[src/rtl/rv32_pkg.sv]
// Shared RV32 fetch-side types: instruction/address widths and the packet
// that the prefetch buffer carries toward decode.
package rv32_pkg;
  localparam int XLEN        = 32;
  localparam int ILEN        = 32;
  localparam int INSTR_ALIGN = 4;

  typedef struct packed {
    logic [XLEN-1:0] pc;
    logic [ILEN-1:0] instr;
  } fetch_pkt_t;

  function automatic logic [XLEN-1:0] align_pc(input logic [XLEN-1:0] a);
    return {a[XLEN-1:2], 2'b00};
  endfunction
endpackage

[src/rtl/instr_fetch_unit_sync_fifo.sv]
// In-order prefetch buffer with flush; head is presented from storage and
// zeroed while empty so nothing stale leaks toward decode.
module sync_fifo #(
  parameter int WIDTH = 64,
  parameter int DEPTH = 4,
  localparam int AW = $clog2(DEPTH),
  localparam int CW = $clog2(DEPTH + 1)
) (
  input  logic             clk,
  input  logic             reset,
  input  logic             push,
  input  logic             pop,
  input  logic             flush,
  input  logic [WIDTH-1:0] wdata,
  output logic [WIDTH-1:0] rdata,
  output logic [CW-1:0]    count
);
  logic [WIDTH-1:0] mem [DEPTH];
  logic [AW-1:0]    wr_ptr, rd_ptr;
  logic             pop_ok, push_ok;

  assign pop_ok  = pop && (count != '0);
  assign push_ok = push && ((count != CW'(DEPTH)) || pop_ok);

  always_ff @(posedge clk) begin
    if (reset || flush) begin
      wr_ptr <= '0;
      rd_ptr <= '0;
      count  <= '0;
    end else begin
      if (push_ok) wr_ptr <= wr_ptr + AW'(1);
      if (pop_ok)  rd_ptr <= rd_ptr + AW'(1);
      count <= count + CW'(push_ok) - CW'(pop_ok);
    end
  end

  // Storage needs no reset: the read side is gated by count.
  always_ff @(posedge clk) begin
    if (push_ok && !flush) mem[wr_ptr] <= wdata;
  end

  assign rdata = (count != '0) ? mem[rd_ptr] : '0;
endmodule

[src/rtl/instr_fetch_unit.sv]
// Decoupled RV32 fetch: credit-limited word requests, in-order response
// buffering with PCs, and redirect flush that drops responses still in flight.
module instr_fetch_unit
  import rv32_pkg::*;
#(
  parameter int          DEPTH    = 4,
  parameter logic [31:0] RESET_PC = 32'h0
) (
  input  logic        clk,
  input  logic        reset,
  output logic        imem_req_valid,
  input  logic        imem_req_ready,
  output logic [31:0] imem_req_addr,
  input  logic        imem_rsp_valid,
  input  logic [31:0] imem_rsp_data,
  output logic        instr_valid,
  input  logic        instr_ready,
  output logic [31:0] instr_data,
  output logic [31:0] instr_pc,
  input  logic        redirect_valid,
  input  logic [31:0] redirect_pc
);
  localparam int CW = $clog2(DEPTH + 1);

  logic [XLEN-1:0] fetch_pc, resp_pc;
  logic [CW-1:0]   count, inflight, discard;
  logic [CW:0]     credit_used;
  logic            req_fire, rsp_live, push, pop;
  fetch_pkt_t      wr_pkt, rd_pkt;

  assign credit_used    = {1'b0, count} + {1'b0, inflight};
  assign imem_req_valid = !reset && !redirect_valid && (credit_used < (CW+1)'(DEPTH));
  assign imem_req_addr  = fetch_pc;
  assign req_fire       = imem_req_valid && imem_req_ready;

  // A response belongs to the live stream only once all pre-redirect words have drained.
  assign rsp_live = imem_rsp_valid && (discard == '0);
  assign push     = rsp_live && !redirect_valid;
  assign pop      = instr_valid && instr_ready;

  always_ff @(posedge clk) begin
    if (reset) begin
      fetch_pc <= RESET_PC;
      resp_pc  <= RESET_PC;
      inflight <= '0;
      discard  <= '0;
    end else if (redirect_valid) begin
      fetch_pc <= align_pc(redirect_pc);
      resp_pc  <= align_pc(redirect_pc);
      inflight <= '0;
      discard  <= discard + inflight - CW'(imem_rsp_valid);
    end else begin
      if (req_fire) fetch_pc <= fetch_pc + XLEN'(INSTR_ALIGN);
      if (push)     resp_pc  <= resp_pc + XLEN'(INSTR_ALIGN);
      inflight <= inflight + CW'(req_fire) - CW'(rsp_live);
      if (imem_rsp_valid && (discard != '0)) discard <= discard - CW'(1);
    end
  end

  assign wr_pkt = '{pc: resp_pc, instr: imem_rsp_data};

  sync_fifo #(.WIDTH($bits(fetch_pkt_t)), .DEPTH(DEPTH)) u_fifo (
    .clk   (clk),
    .reset (reset),
    .push  (push),
    .pop   (pop),
    .flush (redirect_valid),
    .wdata (wr_pkt),
    .rdata (rd_pkt),
    .count (count)
  );

  assign instr_valid = (count != '0);
  assign instr_data  = rd_pkt.instr;
  assign instr_pc    = rd_pkt.pc;
endmodule
[config.mk]
export PLATFORM = sky130hd
export DESIGN_NAME = instr_fetch_unit
export DESIGN_NICKNAME = d
export VERILOG_FILES = /design/src/rtl/rv32_pkg.sv /design/src/rtl/instr_fetch_unit_sync_fifo.sv /design/src/rtl/instr_fetch_unit.sv
export SDC_FILE = /design/constraint.sdc
export NUM_CORES = 1
export LEC_CHECK = 0
export CAP_MARGIN = 5
export CELL_PAD_IN_SITES_DETAIL_PLACEMENT = 1
export CELL_PAD_IN_SITES_GLOBAL_PLACEMENT = 1
export CORE_AREA = 2 2 125 249
export CTS_CLUSTER_DIAMETER = 200
export DETAILED_ROUTE_END_ITERATION = 7
export DIE_AREA = 0 0 127 251
export PLACE_DENSITY = 0.83
export SKIP_CTS_REPAIR_TIMING = 1
export SYNTH_ARGS = -nofsm -noshare
export SYNTH_HDL_FRONTEND = slang
export SYNTH_SLANG_ARGS = --single-unit
[constraint.sdc]
create_clock -name clk -period 4.8 [get_ports clk]
set_clock_uncertainty 0.1 [all_clocks]
set_input_delay 0.96 -clock clk [delete_from_list [all_inputs] [get_ports clk]]
set_output_delay 0.96 -clock clk [all_outputs]
set_load 0.02 [all_outputs]
==> metrics.csv, run 1 <==
stage,metric,value,unit
outcome,status,finished clean,
cells_and_area,utilization,55.3,%
global_route,grt_max_degree,74,
drt,ant_nets,0,
die,start_util,45.4,%
die,core-area,30000,um2
global_route,grtUsageMet2,35.4,%
yosys,synth_compound_area_share,5.35,%
global_route,first_global_vias,8852,
clock_tree,cts_root_buffer,clkbuf_16,
timing,setup_viol,0,
timing,fmaxAchievable,250,MHz
drt,first_pass_iters,5,
cells_and_area,nets,1141,
yosys,async_flop_share,0,%
cells_and_area,syn_to_final_growth,21.8,%
timing,min_period,4000,ps
timing,final-hold-violation-count,0,
clock_tree,cts_sinks,323,
die,rows,90,
clock_tree,cts_buffers,28,
yosys,avgSynthCellArea,15.1,um2
global_route,grt.met3_usage,2.30,%
power_and_ir_drop,powerDensity,394,nW/um2
global_route,grtUsageTotal,20.2,%
place,io_buffer_count,161,
yosys,yosys_warnings,0,
drt,viasPerCell,5.68,
critical_path,cp.arrival,2940,ps
power_and_ir_drop,finalPower,6.53,mW
place,place_congestion,0.826,
critical_path,cp-start-kind,flop,
cells_and_area,drive_above_1_share,12.0,%
yosys,syn_area,13600,um2
cells_and_area,final_area,16600,um2
yosys,synth_common_cells,"edfxtp_1 (248), dfxtp_1 (75), and2_1 (74)",
critical_path,end_kind,output port,
power_and_ir_drop,peakVddDrop,0.247,mV
yosys,synth_top_family_by_area,simple AND/OR/NAND/NOR gates,
yosys,synth_xor_area_share,3.29,%
place,post-dp-hpwl,20.9,mm
yosys,synth.largest_area_cell,edfxtp_1,
drt,drtIter0Drc,538,
critical_path,r2r_cells,10,
cells_and_area,n_antenna_cell,0,
yosys,synth_ff_type,edfxtp_1,
critical_path,crit_type,reg -> out,
drt,drc,0,
place,placed_cell_area,15600,um2
yosys,yosysSeqAreaShare,65.9,%
drt,wl_per_cell,22.2,um
die,ioPinCount,168,
clock_tree,cts_tree,built,
critical_path,crit_path_max_fanout,28,
flow_run,maxCapViolCount,0,
yosys,synthTopCellsByArea,"edfxtp_1 (55%), dfxtp_1 (11%), mux4_2 (10%)",
timing,setup_tns,0,ps
min_path,min_to,imem_req_addr[31]$_SDFFE_PP0P_,
min_path,min_path_cells,1,
critical_path,r2r_setup_slack,1610,ps
clock_tree,clock_latency,550,ps
power_and_ir_drop,p_leak,5.40,nW
cells_and_area,fillers,2854,
yosys,ys_ff_latch,323,
global_route,grt_pass1_wl,50.9,mm
timing,finalCritPeriodShare,83.2,%
min_path,min_path_type,reg -> reg,
drt,drt_wl_total,32.0,mm
die,die_h,251,um
timing,final_max_slew_viol_count,0,
clock_tree,clkTransAtPathRegs,70,ps
yosys,synth-simple-area-share,10.6,%
timing,relSlewSlack,14.4,%
global_route,grt_antenna_before_repair,0,
yosys,synth_edf_count,248,
global_route,grt_use_met1,26.8,%
yosys,yosysMostFrequentCell,edfxtp_1,
critical_path,worst_ep_required_time,3740,ps
die,die-area,31900,um2
yosys,yosysUniqueCellTypes,57,
yosys,yosys.area_share.adder,2.01,%
global_route,grt_busiest_layer,met2,
drt,vias,8192,
critical_path,reg2reg_to,inflight[2]$_SDFF_PP0_,
timing,worst_slew_pin_slew,1270,ps
clock_tree,h-tree-depth,1,
die,die_w,127,um
yosys,muxShareOfSynthArea,10.5,%
min_path,hp-start,imem_req_addr[31]$_SDFFE_PP0P_,
clock_tree,clock_path_buffers,3,
global_route,overflow,0,
timing,rsz0062_at_grt,no,
yosys,synth_top_area_share,54.8,%
yosys,synthCells,901,
critical_path,rr_startpoint,u_fifo.count[2]$_SDFF_PP0_,
==> state kept, by name (all words and copies together) (netlist names), named ones only <==
signal         count
discard            3
u_fifo.count       3
u_fifo.wr_ptr      2
u_fifo.mem       248
imem_req_addr     30
resp_pc           30
inflight           3
u_fifo.rd_ptr      2
==> logic make-up after synthesis <==
group | Yosys count
flops | 323
simple gates | 257
compound gates | 109
buf+inv | 75
mux | 65
xor+xnor | 51
fa+ha+maj | 20
other cells | 1
==> where the power goes <==
part / internal (mW) / total (mW) / switching, mW
combinational: 0.450 / 0.928 / 0.478
clock: 1.34 / 2.34 / 1.00
sequential: 3.15 / 3.25 / 0.104
==> cells in the final DEF, fill, tap and decap left out, types with 5 or more instances in the layout <==
| master | Yosys | layout |
|---|---|---|
| a211oi_1 | 9 | 9 |
| a21boi_0 | 20 | 20 |
| a21oi_1 | 17 | 17 |
| a31oi_1 | 18 | 18 |
| and2_1 | 74 | 70 |
| and3_1 | 11 | 11 |
| and4_1 | 6 | 6 |
| buf_12 | 0 | 6 |
| buf_4 | 5 | 5 |
| clkbuf_16 | 0 | 30 |
| clkdlybuf4s50_1 | 0 | 161 |
| dfxtp_1 | 75 | 73 |
| edfxtp_1 | 248 | 248 |
| ha_1 | 17 | 17 |
| inv_1 | 18 | 22 |
| mux4_2 | 62 | 62 |
| nand2_1 | 47 | 47 |
| nand3_1 | 26 | 26 |
| nand4_1 | 26 | 26 |
| nor2_1 | 35 | 35 |
| nor3_1 | 8 | 8 |
| o21a_1 | 13 | 13 |
| o21ai_0 | 17 | 17 |
| or3_1 | 6 | 5 |
| xnor2_1 | 19 | 19 |
| xor2_1 | 32 | 32 |
==> final cells by class <==
class                      count  area [um2]  share of cell area [%]
inverter                      20        77.6                   0.469
clock buffer                  36         803                    4.85
timing repair buffer         172        1770                    10.7
sequential                   323        8950                    54.1
multi-input combinational    506        4330                    26.2
clock inverter                16         158                   0.952
tap                          368         460                    2.78
==> through the flow <==
stage                     setup WS [ps]  cells  hold WS, ps
after detailed placement            967   1389          397
final                               805   1441          414
after global routing                631   1441          445
after CTS                           729   1441          419
after floorplan                    1090    904          380
after global placement             1040   1389          384
==> worst max-delay path: stages (launching register included) <==
cell and delay (ps):
dfxtp_4 730, buf_4 370, mux4_2 520, and2_1 190
clkdlybuf4s50_1 550
==> layer usage <==
layer	up-vias	part of all wire (%)
li1	3725	-
met1	4169	41
met2	269	52
met3	29	5.1
met4	0	1.6
met5	-	0
==> how the worst max path moves through the flow <==
stage / startpoint / endpoint
2_1_floorplan: imem_rsp_valid / u_fifo.mem[0][0]$_DFFE_PP_
3_3_place_gp: imem_req_ready / inflight[2]$_SDFF_PP0_
3_5_place_dp: imem_req_ready / inflight[2]$_SDFF_PP0_
4_1_cts: flop / instr_data[29]
5_1_grt: flop / instr_data[29]
6_report: flop / instr_pc[23]
Power figures use the tool's default switching activity.
==> inputs of run 2 (changes only) <==
- clock period: 4.8 -> 3.9 ns (I/O delays scaled with it)
==> run 2 against run 1 <==
Final cell count rose by 0.35%. Worst setup slack got worse by 560 ps. Critical path depth decreased by 1. Register-to-register slack lost 850 ps. Core utilization is 0.11 points lower. Hold slack better by 7.4 ps. Largest power group unchanged. Via count grew 0.60%.
==> metrics.csv, run 2 (synthesized netlist as in run 1, its figures left out) <==
stage,metric,value,unit
die,die-area,31900,um2
critical_path,r2r_cells,9,
cells_and_area,top_register,u_fifo.mem,
die,start_util,45.4,%
cells_and_area,utilization,55.1,%
cells_and_area,syn_to_final_growth,21.6,%
global_route,grtUsageTotal,19.9,%
power_and_ir_drop,finalPower,7.86,mW
timing,finalCritPeriodShare,93.8,%
clock_tree,cts_tree,built,
clock_tree,clock_path_buffers,3,
power_and_ir_drop,comb_power_share,14.5,%
drt,ant_nets,0,
critical_path,cp_slowest_cell,or3_2,
critical_path,r2r_setup_slack,760,ps
power_and_ir_drop,clkPwrFrac,34.5,%
timing,rsz0062_at_grt,no,
global_route,overflow,0,
cells_and_area,fillers,2841,
place,post-dp-hpwl,20.9,mm
clock_tree,cts_root_buffer,clkbuf_16,
critical_path,end_kind,output port,
cells_and_area,n_antenna_cell,0,
place,io_buffer_count,161,
power_and_ir_drop,p_leak,5.37,nW
critical_path,cp-start-kind,flop,
drt,drtIter0Drc,513,
timing,relSlewSlack,31.4,%
global_route,first_global_vias,8992,
power_and_ir_drop,internal_power,5.93,mW
cells_and_area,drive_above_1_share,12.3,%
cells_and_area,nets,1146,
critical_path,worst_ep_required_time,3020,ps
clock_tree,cts_buffers,28,
flow_run,maxCapViolCount,0,
die,die_h,251,um
drt,viasPerCell,5.70,
min_path,min_path_cells,1,
min_path,min_to,imem_req_addr[29]$_SDFFE_PP0P_,
cells_and_area,final_cell_mix,"edfxtp_1 (248), clkdlybuf4s50_1 (161), dfxtp_1 (73), and2_1 (70), mux4_2 (62)",
power_and_ir_drop,p_sw_share,24.5,%
cells_and_area,register_area,8950,um2
power_and_ir_drop,p_switching,1.92,mW
die,ioPinCount,168,
cells_and_area,multi_input_area,4330,um2
global_route,grt_pass1_wl,50.1,mm
timing,setup_viol,0,
drt,drc,0,
die,die_w,127,um
timing,final_max_slew_viol_count,0,
min_path,min_path_type,reg -> reg,
critical_path,crit_path_max_fanout,64,
power_and_ir_drop,pwr-share-seq,51.0,%
clock_tree,cts_sinks,323,
timing,min_period,3660,ps
timing,fmaxAchievable,273,MHz
clock_tree,h-tree-depth,1,
die,rows,90,
die,core-area,30000,um2
clock_tree,clock_latency,550,ps
drt,wl_per_cell,21.8,um
critical_path,path_cells,or3_2 > and2_1 > clkdlybuf4s50_1,
critical_path,rr_startpoint,u_fifo.count[2]$_SDFF_PP0_,
critical_path,cp.arrival,2780,ps
place,place_congestion,0.848,
cells_and_area,largest_register_ffs,248,
cells_and_area,mostFrequentLayoutCell,edfxtp_1,
timing,worst_slew_pin_slew,1020,ps
global_route,grt_antenna_before_repair,0,
outcome,status,finished clean,
timing,final-hold-violation-count,0,
power_and_ir_drop,powerDensity,476,nW/um2
clock_tree,clkTransAtPathRegs,70,ps
critical_path,reg2reg_to,u_fifo.count[2]$_SDFF_PP0_,
drt,drt_wl_total,31.5,mm
global_route,grt_max_degree,74,
critical_path,max_stage_delay,920,ps
timing,setup_tns,0,ps
critical_path,crit_type,reg -> out,
drt,vias,8241,
drt,first_pass_iters,4,
power_and_ir_drop,peakVddDrop,0.354,mV
min_path,hp-start,imem_req_addr[29]$_SDFFE_PP0P_,
## run 2: cell count changes in the layout (fill, tap and decap cells not counted), sizes merged
cell / previous run / this run
buf: 11 / 16
bufinv: 3 / 2
inv: 25 / 19
clkinvlp: 1 / 2
clkinv: 7 / 13
## run 2: power by group through the flow
stage	sequential (mW)	clock [mW]	combinational, mW
floorplan	4.05	0	0.666
global placement	4.05	0	1.12
detailed placement	4.08	0	1.16
CTS	4.00	2.77	1.17
global route	4.02	2.88	1.24
finish	4.00	2.71	1.14
## run 2: worst max-delay path by stage
stage                                 endpoint  slack, ps                  startpoint
floorplan           u_fifo.mem[1][0]$_DFFE_PP_        370              imem_rsp_valid
global placement                imem_req_valid        550                       reset
detailed placement              imem_req_valid        520                       reset
CTS                               instr_pc[10]        160  u_fifo.count[2]$_SDFF_PP0_
global route                      instr_pc[10]         50  u_fifo.count[1]$_SDFF_PP0_
finish                            instr_pc[10]        240  u_fifo.count[2]$_SDFF_PP0_
## run 2: stage by stage
| stage | cell area (um2) | std cells | worst slack [ps] | hold slack (ps) |
|---|---|---|---|---|
| after floorplan | 13600 | 904 | 372 | 380 |
| after global placement | 15600 | 1394 | 547 | 394 |
| after detailed placement | 15600 | 1394 | 517 | 398 |
| after CTS | 16500 | 1446 | 165 | 413 |
| after global routing | 16500 | 1446 | 53.2 | 446 |
| final | 16500 | 1446 | 241 | 422 |
## run 2: final cells by class
type | count | area share, %
Sequential cell | 323 | 54.2
Multi-Input combinational cell | 506 | 26.2
Timing Repair Buffer | 177 | 10.9
Clock buffer | 36 | 4.55
Tap cell | 368 | 2.79
Clock inverter | 16 | 0.833
Inverter | 20 | 0.470
## run 2: routing by layer
metal	global-route usage [%]	share of wire (%)
met1	26.1	41
met2	35.2	53
met3	2.28	4.4
met4	4.93	1.8
met5	0	0
## run 2: critical path: cells and delay by family, from the launching register on
kind	cells	cell delay (ps)
simple gates	2	1250
buf+inv	1	570
flops	1	360
